$ cat config.mk
export PLATFORM = sky130hd
export DESIGN_NAME = clk_div_ctrl
export DESIGN_NICKNAME = d
export VERILOG_FILES = /design/src/rtl/clk_div_ctrl.sv
export SDC_FILE = /design/constraint.sdc
export NUM_CORES = 1
export LEC_CHECK = 0
export ABC_AREA = 1
export ABC_CLOCK_PERIOD_IN_PS = 1990
export CORE_ASPECT_RATIO = 1.25
export CORE_UTILIZATION = 60
export CTS_BUF_LIST = sky130_fd_sc_hd__clkbuf_4 sky130_fd_sc_hd__clkbuf_8
export DETAILED_ROUTE_END_ITERATION = 6
export DONT_BUFFER_PORTS = 1
export PLACE_DENSITY = 0.74
export SETUP_SLACK_MARGIN = 0.15
export SLEW_MARGIN = 15
export SYNTH_ARGS = -nofsm -noshare
export SYNTH_HDL_FRONTEND = slang
export SYNTH_SLANG_ARGS = --single-unit
$ cat constraint.sdc
create_clock -name clk -period 1.99 [get_ports clk]
set_input_delay 0.199 -clock clk [delete_from_list [all_inputs] [get_ports clk]]
set_output_delay 0.199 -clock clk [all_outputs]
set_load 0.01 [all_outputs]
$ cat src/rtl/clk_div_ctrl.sv
// clk_div_ctrl
// Programmable, glitch-free even-ratio clock divider controller. The divided
// clock has period 2*(D+1) source cycles. Start, stop and ratio changes are
// sequenced so that a high phase is never shortened, except by reset.
// Ratio updates use a valid/ready handshake. While running, a new ratio is
// held pending and is applied only at a falling edge of clk_out, which is the
// period boundary.
// Optional feature: define CLK_DIV_CTRL_CNT_EN to add the 16-bit edge_cnt
// output. This output counts the rising edges of clk_out.
module clk_div_ctrl #(
    parameter int               CNT_W   = 8,
    parameter logic [CNT_W-1:0] RST_DIV = '0
) (
    input  logic             clk,
    input  logic             rst_n,
    input  logic             en,
    input  logic [CNT_W-1:0] cfg_div,
    input  logic             cfg_valid,
    output logic             cfg_ready,
    output logic             clk_out,
    output logic             rise_en,
    output logic             busy
`ifdef CLK_DIV_CTRL_CNT_EN
    ,
    output logic [15:0]      edge_cnt
`endif
);

    typedef enum logic [1:0] {
        IDLE = 2'd0,
        RUN  = 2'd1,
        STOP = 2'd2
    } state_t;

    localparam logic [CNT_W-1:0] CNT_ONE = {{(CNT_W-1){1'b0}}, 1'b1};

    state_t           state_reg, state_next;
    logic [CNT_W-1:0] cnt_reg, cnt_next;
    logic [CNT_W-1:0] div_reg, div_next;
    logic [CNT_W-1:0] pend_div_reg, pend_div_next;
    logic             pend_reg, pend_next;
    logic             clk_out_reg, clk_out_next;
    logic             rise_reg, rise_next;

    logic             accept;
    logic             at_term;
    logic             idle_entry;

    // A new ratio can be taken only when no earlier update is still waiting.
    assign accept  = cfg_valid && !pend_reg;
    // The current half phase ends on the edge where the counter reaches the
    // divide field.
    assign at_term = (cnt_reg == div_reg);

    // Next-state and next-output logic for the controller.
    always_comb begin
        state_next    = state_reg;
        cnt_next      = cnt_reg;
        div_next      = div_reg;
        pend_div_next = pend_div_reg;
        pend_next     = pend_reg;
        clk_out_next  = clk_out_reg;
        rise_next     = 1'b0;
        idle_entry    = 1'b0;

        case (state_reg)
            IDLE: begin
                // No clock is running, so a new ratio takes effect at once.
                // This includes an update that arrives on the start edge.
                clk_out_next = 1'b0;
                cnt_next     = '0;
                if (accept) begin
                    div_next = cfg_div;
                end
                if (en) begin
                    state_next = RUN;
                end
            end

            RUN: begin
                if (at_term) begin
                    cnt_next     = '0;
                    clk_out_next = ~clk_out_reg;
                    if (!clk_out_reg) begin
                        rise_next = 1'b1;
                    end else if (pend_reg) begin
                        // Falling edge: the period boundary. Apply the
                        // update that was pending before this edge.
                        div_next  = pend_div_reg;
                        pend_next = 1'b0;
                    end
                end else begin
                    cnt_next = cnt_reg + CNT_ONE;
                end
                // An update accepted here waits for the next boundary. If
                // this edge is itself a boundary, the update waits for the
                // boundary after it.
                if (accept) begin
                    pend_div_next = cfg_div;
                    pend_next     = 1'b1;
                end
                if (!en) begin
                    state_next = STOP;
                end
            end

            STOP: begin
                if (!clk_out_reg) begin
                    // The low phase may be cut short. Leave at once.
                    idle_entry = 1'b1;
                end else if (at_term) begin
                    // Finish the high phase, then leave on the falling edge.
                    clk_out_next = 1'b0;
                    idle_entry   = 1'b1;
                end else begin
                    cnt_next = cnt_reg + CNT_ONE;
                end

                if (idle_entry) begin
                    state_next = IDLE;
                    cnt_next   = '0;
                    pend_next  = 1'b0;
                    // A value handed over on this very edge is newer than any
                    // pending value. Taking it directly means cfg_ready is
                    // never left low while the controller is idle.
                    if (accept) begin
                        div_next = cfg_div;
                    end else if (pend_reg) begin
                        div_next = pend_div_reg;
                    end
                end else if (accept) begin
                    pend_div_next = cfg_div;
                    pend_next     = 1'b1;
                end
            end

            default: begin
                state_next   = IDLE;
                cnt_next     = '0;
                clk_out_next = 1'b0;
                pend_next    = 1'b0;
            end
        endcase
    end

    // State register: reset returns every output to its idle value at once.
    always_ff @(posedge clk or negedge rst_n) begin
        if (!rst_n) begin
            state_reg    <= IDLE;
            cnt_reg      <= '0;
            div_reg      <= RST_DIV;
            pend_div_reg <= '0;
            pend_reg     <= 1'b0;
            clk_out_reg  <= 1'b0;
            rise_reg     <= 1'b0;
        end else begin
            state_reg    <= state_next;
            cnt_reg      <= cnt_next;
            div_reg      <= div_next;
            pend_div_reg <= pend_div_next;
            pend_reg     <= pend_next;
            clk_out_reg  <= clk_out_next;
            rise_reg     <= rise_next;
        end
    end

`ifdef CLK_DIV_CTRL_CNT_EN
    logic [15:0] edge_cnt_reg, edge_cnt_next;

    // Count rising edges of clk_out. The count restarts on every start from
    // idle and holds while idle.
    always_comb begin
        edge_cnt_next = edge_cnt_reg;
        if (state_reg == IDLE && en) begin
            edge_cnt_next = '0;
        end else if (rise_next) begin
            edge_cnt_next = edge_cnt_reg + 16'd1;
        end
    end

    // Edge counter register.
    always_ff @(posedge clk or negedge rst_n) begin
        if (!rst_n) begin
            edge_cnt_reg <= '0;
        end else begin
            edge_cnt_reg <= edge_cnt_next;
        end
    end

    assign edge_cnt = edge_cnt_reg;
`endif

    assign cfg_ready = !pend_reg;
    assign clk_out   = clk_out_reg;
    assign rise_en   = rise_reg;
    assign busy      = (state_reg != IDLE);

endmodule

==> results of run 1 <==
==> cells in the mapped netlist <==
master,instances,area [sq um]
a21oi_1,8,40.0
a21oi_2,4,35.0
buf_6,2,22.5
clkbuf_1,1,3.75
clkinv_1,1,3.75
dfrtp_1,29,726
ha_1,6,75.1
inv_1,22,82.6
inv_2,3,11.3
inv_4,1,6.26
nand2_1,68,255
nand2_2,4,25.0
nand2_4,2,22.5
nand3_1,17,85.1
nand3_2,1,10.0
nand4_1,1,6.26
nor2_1,10,37.5
nor2_2,11,68.8
nor2_4,1,11.3
nor3_1,2,10.0
o211ai_1,9,67.6
o21ai_0,5,25.0
o21ai_1,1,5.00
o21ai_2,1,8.76
o21bai_4,1,18.8
or2_1,1,6.26
xnor2_1,5,43.8
xor2_1,3,26.3
==> cell usage in the layout, fill, tap and decap left out, drive strengths merged, types with 3 or more instances in the layout <==
| master | n |
|---|---|
| nand2 | 74 |
| o211ai | 9 |
| inv | 26 |
| clkbuf | 7 |
| xor2 | 3 |
| nand3 | 18 |
| o21ai | 7 |
| dlygate4sd3 | 7 |
| nor2 | 22 |
| a21oi | 12 |
| dfrtp | 29 |
| ha | 6 |
| xnor2 | 5 |
==> kinds of logic after synthesis <==
| logic type | after synthesis |
|---|---|
| compound gates | 29 |
| buf+inv | 30 |
| fa+ha+maj | 6 |
| flops | 29 |
| xor+xnor | 8 |
| simple gates | 118 |
==> what timing repair did <==
| item | CTS | global route |
|---|---|---|
| hold buffers | 8 | 0 |
| endpoints found under the hold margin | 35 | 0 |
| resized for setup | 0 | 4 |
| setup endpoints to repair | 0 | 14 |
==> worst paths after layout <==
check                                  end  slack (ns)  depth (start not counted)
min in group asynchronous       cnt_reg[0]        0.28                          2
max reg2reg                     div_reg[7]        0.26                          8
max                             div_reg[7]        0.26                          8
min reg2reg                     div_reg[1]        0.50                          2
max in group asynchronous       cnt_reg[6]        1.54                          2
min                        pend_div_reg[2]       0.005                          2
==> through the flow <==
| step | utilization [%] | cells |
|---|---|---|
| after global routing | 71.6 | 268 |
| after floorplan | - | 220 |
| after global placement | 65.1 | 252 |
| after detailed placement | 65.1 | 252 |
| after CTS | 71.1 | 268 |
| final | 71.6 | 268 |
==> final cells by class <==
type,count,area [sq um],area share (%)
flip-flops and latches,29,726,37.4
well taps,34,42.5,2.19
clock buffers,7,65.1,3.36
inverters,27,108,5.55
clock inverters,1,5.00,0.258
multi-input cells,161,895,46.2
repair buffers,9,97.6,5.04
==> routing by layer <==
layer | wire length [um] | GRT usage (%) | vias up
li1 | - | - | 730
met1 | 1540 | 29.8 | 677
met2 | 1810 | 47.5 | 32
met3 | 157 | 9.31 | 6
met4 | 62 | 10.7 | 0
met5 | 0 | 0 | -
==> report_power, final <==
group          switching (uW)  leakage [uW]  internal (uW)
sequential                150      0.000375            782
combinational             935      0.000529            502
clock                     219     0.0000413            204
total                    1300      0.000945           1490
==> results.ini, run 1 <==
[outcome]
status = complete, no violations

[timing]
layout_setup_ws_ns = 0.256
max_freq_mhz = 577
grt_setup_unrepaired = true
relSlewSlack_pct = 67.9
setup_tns_ns = 0
setup_violations = 0
slew_viol_final = 0
period_needed_ns = 1.73
final_hold_viol_count = 0
clock_skew_ns = 0.00658
period_share_pct = 87.1
max_slew.worst_pin.slew_ns = 0.482
holdWs_ns = 0.00485

[grt]
grt_pass1_wl_mm = 6.36
grt_max_degree = 30
grt_overflow = 0
grt_util_all_layers_pct = 27.4
grt_pass1_vias = 1513
antenna_found_initial = 0

[synth]
synth_cells = 220
synth_area_sq_um = 1740
synth_top_family_by_area = simple AND/OR/NAND/NOR gates
muxShareOfSynthArea_pct = 0
synth_compound_area_share_pct = 11.5
synth-xor-area-share_pct = 4.03
syn_nets = 238
synthAdderAreaFrac_pct = 4.32
ys.warnings.count = 0
ys_ff_latch = 29
ys_seq_area_share_pct = 41.7
syn_avg_cell_area_sq_um = 7.91
ys_types = 28
synth-simple-area-share_pct = 30.9

[drt]
viasPerCell = 5.39
drtAntennaViolNets = 0
drtIter0Drc = 67
wl_per_cell_um = 13.3
finalWirelength_mm = 3.57
vias = 1445
drc_errors = 0
firstDrtPassIters = 4

[setup_path]
cp-startpoint = state_reg[0]
max_stage_delay_ns = 0.43
path_cells = inv_1 -> ha_1 -> clkinvlp_4 -> a21oi_1 -> o211ai_1 -> nand2_1 -> nand3_1 -> nand2_1
crit_family = flip-flops
cp.buffers_inverters = 2
required_ns = 2.27
critPathCaptureType = register
r2r_start = state_reg[0]
crit_top_cell = nand2_1
worst_path_max_delay_cell = dfrtp_1
crit_arrival_ns = 2.02
critPathKind = register to register
start_kind = register
path_max_fanout = 10

[die]
die_w_um = 50.2
num_rows = 21
dieHeight_um = 62.2
core_area_sq_um = 2710
ios = 16
die-area_sq_um = 3120
start_util_pct = 64.3

[placed_design]
place_hpwl_mm = 2.59
placed_area_sq_um = 1760
port_buffers = 0
dp_slack_ns = 0.268
place_congestion = 0.851

[cells_and_area]
final_cell_area_sq_um = 1940
fin_nets = 251
final_layout_size_suffix_gt1_share_pct = 17.9
syn2layout_area_growth_pct = 11.4
antenna-diode-count = 0
num-fill-cells = 213

[clock_network]
cts_tree = done
clkTransAtPathRegs_ns = 0.09
numClockSinks = 29
clock_latency_ns = 0.34
numCtsBuffers = 5
cts_max_level = 2
cts_setup_buffers = 0
clockBufferDepth = 2
clock-root-buffer = clkbuf_4

[min_path]
min-delay-start = cfg_div[2]
hold_class = input port to register

[power_and_ir_drop]
powerDensity_nw_per_um2 = 1440
power_uw = 2790
ir_worst_vdd_uv = 1030
p_leak_uw = 0.000945

[job]
cap_viol_max_count = 0

No activity file was read; power rests on OpenSTA's default activity.
==> run 2: changes to the inputs <==
--- a/config.mk
+++ b/config.mk
@@ -12,6 +12,7 @@
 export CTS_BUF_LIST = sky130_fd_sc_hd__clkbuf_4 sky130_fd_sc_hd__clkbuf_8
 export DETAILED_ROUTE_END_ITERATION = 6
 export DONT_BUFFER_PORTS = 1
+export GPL_ROUTABILITY_DRIVEN = 1
 export PLACE_DENSITY = 0.74
 export SETUP_SLACK_MARGIN = 0.15
 export SLEW_MARGIN = 15
==> results of run 2 <==
Final layout, timing and power as in run 1 (identical DEF).
